$ cat config.mk
export PLATFORM = sky130hd
export DESIGN_NAME = rf_scoreboard
export DESIGN_NICKNAME = d
export VERILOG_FILES = /design/src/rtl/rf_scoreboard.sv
export SDC_FILE = /design/constraint.sdc
export NUM_CORES = 2
export LEC_CHECK = 0
export ABC_AREA = 1
export CAP_MARGIN = 20
export CORE_AREA = 2 2 442 444
export DETAILED_ROUTE_END_ITERATION = 8
export DIE_AREA = 0 0 444 446
export GPL_ROUTABILITY_DRIVEN = 0
export GPL_TIMING_DRIVEN = 1
export MAX_ROUTING_LAYER = met4
export PLACE_DENSITY = 0.5
export SLEW_MARGIN = 20
export SYNTH_ARGS = -nofsm -noshare
export SYNTH_HDL_FRONTEND = slang
export SYNTH_SLANG_ARGS = --single-unit
$ cat constraint.sdc
create_clock -name clk -period 2.7 [get_ports clk]
set_clock_uncertainty 0.15 [all_clocks]
set_input_delay 0.675 -clock clk [delete_from_list [all_inputs] [get_ports clk]]
set_output_delay 0.675 -clock clk [all_outputs]
set_load 0.02 [all_outputs]
$ cat src/rtl/rf_scoreboard.sv
// -----------------------------------------------------------------------------
// rf_scoreboard
//
// Parametrised integer register file with a per-register busy scoreboard.
// Register 0 is hardwired to zero and is never busy. The issue stage marks a
// destination as in-flight; the writeback write to that register retires it.
// Read ports report both the register value and whether a producer is still
// pending on the source, so issue logic can detect RAW hazards.
//
// Optional build macro: RF_BYPASS_EN
//   defined   : same-cycle write-to-read forwarding on every read port
//   undefined : reads see the pre-edge register value only
//
// Parameters
//   ADDR_WIDTH  register index width, depth = 2**ADDR_WIDTH
//   DATA_WIDTH  register data width
//   NR_RD       number of read ports (1..4)
//
// Ports
//   clk        clock, all state updates on the rising edge
//   rst_n      asynchronous active-low reset (clears registers and scoreboard)
//   wen        writeback write enable
//   waddr      writeback destination index
//   wdata      writeback data
//   rs         read indices, port k at [k*ADDR_WIDTH +: ADDR_WIDTH]
//   rdata      read data, port k at [k*DATA_WIDTH +: DATA_WIDTH]
//   rbusy      per-port flag: source register has a pending producer
//   iss_valid  issue stage marks iss_rd as in-flight
//   iss_rd     destination index being issued
//   busy_cnt   number of registers currently busy
//   dbg_rf     flat snapshot of all registers, reg i at [i*DATA_WIDTH +: ...]
// -----------------------------------------------------------------------------
module rf_scoreboard #(
  parameter int ADDR_WIDTH = 5,
  parameter int DATA_WIDTH = 32,
  parameter int NR_RD      = 2
) (
  input  logic                                clk,
  input  logic                                rst_n,
  input  logic                                wen,
  input  logic [ADDR_WIDTH-1:0]               waddr,
  input  logic [DATA_WIDTH-1:0]               wdata,
  input  logic [NR_RD*ADDR_WIDTH-1:0]         rs,
  output logic [NR_RD*DATA_WIDTH-1:0]         rdata,
  output logic [NR_RD-1:0]                    rbusy,
  input  logic                                iss_valid,
  input  logic [ADDR_WIDTH-1:0]               iss_rd,
  output logic [ADDR_WIDTH:0]                 busy_cnt,
  output logic [(2**ADDR_WIDTH)*DATA_WIDTH-1:0] dbg_rf
);

  localparam int DEPTH = 2 ** ADDR_WIDTH;

  // ---------------------------------------------------------------------------
  // Register storage. Asynchronous clear of every entry rules out block RAM,
  // so this is a flop array. Entry 0 is never written and stays 0.
  // ---------------------------------------------------------------------------
  logic [DATA_WIDTH-1:0] r_rf [DEPTH];
  logic                  w_wr_en;

  assign w_wr_en = wen && (waddr != '0);

  always_ff @(posedge clk or negedge rst_n) begin
    if (!rst_n) begin
      for (int i = 0; i < DEPTH; i++) begin
        r_rf[i] <= '0;
      end
    end else if (w_wr_en) begin
      r_rf[waddr] <= wdata;
    end
  end

  // Architectural view of the file with entry 0 forced to zero; shared by the
  // read ports and the debug snapshot.
  logic [DATA_WIDTH-1:0] w_rf_view [DEPTH];

  assign w_rf_view[0] = '0;

  generate
    for (genvar gi = 1; gi < DEPTH; gi++) begin : g_view
      assign w_rf_view[gi] = r_rf[gi];
    end
  endgenerate

  generate
    for (genvar gi = 0; gi < DEPTH; gi++) begin : g_dbg
      assign dbg_rf[gi*DATA_WIDTH +: DATA_WIDTH] = w_rf_view[gi];
    end
  endgenerate

  // ---------------------------------------------------------------------------
  // Busy scoreboard. Set (new producer issued) takes priority over clear
  // (writeback retiring the old producer) on the same register, because the
  // newer producer is the one the consumers must wait for.
  // ---------------------------------------------------------------------------
  logic [DEPTH-1:0] r_busy;
  logic [DEPTH-1:0] w_busy_next;
  logic [DEPTH-1:0] w_set;
  logic [DEPTH-1:0] w_clr;

  assign w_set[0]       = 1'b0;
  assign w_clr[0]       = 1'b0;
  assign w_busy_next[0] = 1'b0;

  generate
    for (genvar gi = 1; gi < DEPTH; gi++) begin : g_busy
      localparam logic [ADDR_WIDTH-1:0] LP_IDX = ADDR_WIDTH'(gi);

      assign w_set[gi]       = iss_valid && (iss_rd == LP_IDX);
      assign w_clr[gi]       = wen && (waddr == LP_IDX);
      assign w_busy_next[gi] = w_set[gi] ? 1'b1 : (w_clr[gi] ? 1'b0 : r_busy[gi]);
    end
  endgenerate

  // At most one register can rise (single issue port) and at most one can
  // fall (single write port) per edge, so the count moves by -1, 0 or +1.
  logic w_rise;
  logic w_fall;
  logic [ADDR_WIDTH:0] r_busy_cnt;

  assign w_rise = |(w_busy_next & ~r_busy);
  assign w_fall = |(~w_busy_next & r_busy);

  always_ff @(posedge clk or negedge rst_n) begin
    if (!rst_n) begin
      r_busy     <= '0;
      r_busy_cnt <= '0;
    end else begin
      r_busy     <= w_busy_next;
      r_busy_cnt <= r_busy_cnt + {{ADDR_WIDTH{1'b0}}, w_rise}
                               - {{ADDR_WIDTH{1'b0}}, w_fall};
    end
  end

  assign busy_cnt = r_busy_cnt;

  // ---------------------------------------------------------------------------
  // Read ports. Combinational, zero latency.
  // ---------------------------------------------------------------------------
  generate
    for (genvar gi = 0; gi < NR_RD; gi++) begin : g_rd
      logic [ADDR_WIDTH-1:0] w_rs;
      logic [DATA_WIDTH-1:0] w_val;
      logic                  w_bsy;

      assign w_rs = rs[gi*ADDR_WIDTH +: ADDR_WIDTH];

`ifdef RF_BYPASS_EN
      // Forward the writeback value in the same cycle. The register only
      // stays busy if this very edge re-issues it to a new producer.
      logic w_fwd;

      assign w_fwd = w_wr_en && (waddr == w_rs);
      assign w_val = w_fwd ? wdata : w_rf_view[w_rs];
      assign w_bsy = w_fwd ? (iss_valid && (iss_rd == w_rs)) : r_busy[w_rs];
`else
      assign w_val = w_rf_view[w_rs];
      assign w_bsy = r_busy[w_rs];
`endif

      assign rdata[gi*DATA_WIDTH +: DATA_WIDTH] = w_val;
      assign rbusy[gi]                          = w_bsy;
    end
  endgenerate

endmodule

==> run_results.csv <==
group,metric,value,unit
yosys,synthesis.instances,7760,
route,top_layer,"met4",
layout,layout.cells.non_filler,12200,
outcome,violated_checks,"design-rule violations, negative setup slack",
die,floorplan.die.height,446,microns
power_and_ir_drop,vdd_ir_drop_max,633,uV
route,met1Wirelength,151000,microns
yosys,postSynthAreaPerCell,7.38,sq um
die,dieArea,198000,sq um
route,met2_wirelength,149000,microns
clock_tree,clk-insertion-delay-late,0.82,ns
route,wire_per_inst,31.0,microns
worst_setup_path,worstPathCellList,"buf_16 > nor2_4 > buf_6 > inv_16 > buf_12 > buf_8 > o211ai_1 > nand3_1 > nand3_4 > nand2_2 > buf_6 > buf_12",
layout,layout-drive-gt1-share,22.9,%
yosys,ys_warn_count,0,
power_and_ir_drop,leakage,41.3,nW
clock_tree,numCtsBuffers,130,
worst_setup_path,crit_family,"buffers and inverters",
worst_setup_path,timing.critical_path.required,1.88,ns
clock_tree,cts_root_buffer,"clkbuf_16",
die,start_util,29.6,%
outcome,status,"finished with violations",
yosys,post_synth_main_area_contributors,"dfrtp_1, nand2_1, o21ai_0",
clock_tree,tritoncts_clock_tree,"yes",
worst_setup_path,slowest_delay,0.44,ns
worst_setup_path,worstSetupStartpointType,"primary input",
die,design.portCount,1152,
place,place_ws,-1.22,ns
yosys,synthDistinctLibCells,30,
global_route,wire_length_of_the_first_global_routing_pass,520000,microns
global_route,globalRouteTotalUtil,38.1,%
layout,final_nets,9625,
route,drt_pre_antenna_iters,9,
global_route,antenna_violations_before_repair,32,
clock_tree,cts_sinks,1029,
timing,timing.final.hold_violations,0,
route,drc_errors,2,
timing,fmax,289,MHz
worst_setup_path,path_buf_inv,7,
timing,maxSlewViolCount,0,
timing,grt_setup_unrepaired,"true",
worst_setup_path,cp.arrival,2.64,ns
route,route.detailed.vias_per_inst,5.63,
yosys,cell_taking_the_most_area_after_synthesis,"dfrtp_1",
timing,setup_viol_count_final,66,
clock_tree,ctsLongestPathBuffers,3,
route,drt_first_iter_violations,9943,
worst_hold_path,worst_hold_path_type,"in2async",
route,dr_wl_met3,41700,microns
clock_tree,cts_max_level,4,
die,std_cell_rows,162,
route,routed_wl,379000,microns
place,place.port_buffers,1119,
timing,worst-slew-pin-transition,0.928,ns
yosys,synth.cell_area,57300,sq um
timing,timing.final.crit_share,128,%
layout,layout.cells.most_common,"nand2_1",
place,dp_hpwl,279000,microns
worst_setup_path,crit_path_end_kind,"output pin",
die,die_w,444,microns
worst_setup_path,crit_path_max_fanout,8,
global_route,number_of_global_route_vias_before_repair,64100,
run,maxCapViolations,0,
timing,layout_setup_ws,-0.763,ns
yosys,yosysTopAreaCellShare,44.9,%
worst_setup_path,critical_path_class,"in2out",
worst_setup_path,cp_slowest_cell,"o211ai_1",
yosys,synth.ff_latch_count,1029,
global_route,grt_start_max_net_pins,90,
layout,layout_overhead_on_the_synthesized_area,54.5,%
global_route,grt_overflow,0,
timing,post-route-min-period,3.46,ns
route,detail-route-antenna-nets,0,
timing,max-slew-margin-rel,38.1,%
place,post-place-cells,11800,
power_and_ir_drop,power_density,774,nW/um^2
layout,final_cell_mix,"nand2_1, o21ai_0, dfrtp_1",
die,core_ar,194000,sq um
route,route.vias.total,68800,
yosys,seq_area_frac_synth,44.9,%
clock_tree,cts.clk_slew.worst_paths,0.06,ns
state kept, by name, indices dropped and copies added (netlist names):
signal and cells:
dbg_rf 992, r_busy 31, busy_cnt 6
timing repair:
| item | 4_1_cts | 5_1_grt |
|---|---|---|
| gates resized for setup | 1850 | 307 |
| setup buffers | 146 | 24 |
| hold endpoints to repair | 37 | 0 |
| pin swaps | 294 | 199 |
| setup endpoints to repair | 965 | 86 |
| hold buffers | 1 | 0 |
| cloned | 36 | 5 |
final cells by class:
class | count | area [sq um]
fill | 19400 | 105000
multi-input combinational | 5287 | 28900
sequential | 1029 | 25800
timing repair buffer | 2387 | 23600
clock buffer | 187 | 3840
tap | 2542 | 3180
inverter | 726 | 2820
clock inverter | 43 | 408
antenna | 19 | 47.5
timing repair inverter | 1 | 11.3
final timing paths:
check,from,endpoint,slack (ns),cells after the start
setup / recovery,rs[6],rdata[35],-0.76,12
setup reg to reg,r_busy[11],busy_cnt[4],0.25,13
min in group clk,iss_rd[2],r_busy[3],0.23,4
hold reg to reg,dbg_rf[551],dbg_rf[551],0.38,2
hold / removal,rst_n,dbg_rf[253],0.23,2
max in group asynchronous,rst_n,dbg_rf[607],1.14,4
per-stage QoR:
stage	power, W	util [%]	cell area (sq um)	setup TNS [ns]	hold slack, ns
after global routing	0.0709	45.7	88500	-37.77	0.218
final	0.0685	45.7	88500	-35.45	0.228
after detailed placement	0.0504	40.7	78800	-310.06	0.360
after floorplan	0.0327	-	57700	-0.0983	0.229
after global placement	0.0503	40.7	78800	-282.13	0.347
after CTS	0.0677	45.0	87200	-32.72	0.199
per-layer routing:
metal	vias to the layer above	track usage (%)
met1	33400	49.2
met2	4715	50.8
met4	0	29.4
met5	-	-
li1	29700	-
met3	1006	9.35
Yosys cell counts:
cell      count
buf_1        57
o21a_1        2
xnor2_1       1
o21ai_1      21
nor2_8        1
a21o_1        1
nor2_4        2
inv_1       710
or2_2        41
nand3_2       1
buf_4        76
nand4_1       6
ha_1          6
conb_1        1
or2_1         3
nor2_1      126
inv_2        16
a31oi_1     128
xor2_1        3
o211ai_1    395
a21oi_1     601
nand3_1     865
nand2_1    1753
buf_6        14
o21ai_0    1282
or2_0        16
clkbuf_1    338
dfrtp_1    1029
buf_2       264
fa_1          1
logic make-up after synthesis:
logic type               synth area share [%]
AO/OA/AOI/OAI                            23.2
XOR/XNOR                               0.0611
adder cells (fa/ha/maj)                 0.166
buffers and inverters                    10.9
flip-flops                               44.9
other                                 0.00654
AND/OR/NAND/NOR                          20.7
power breakdown:
| part | switching [W] | total, W | internal, W |
|---|---|---|---|
| Sequential | 0.00329 | 0.0222 | 0.0189 |
| Combinational | 0.0179 | 0.0283 | 0.0104 |
| Clock | 0.00770 | 0.0180 | 0.0103 |
(Power assumes the default switching activity.)
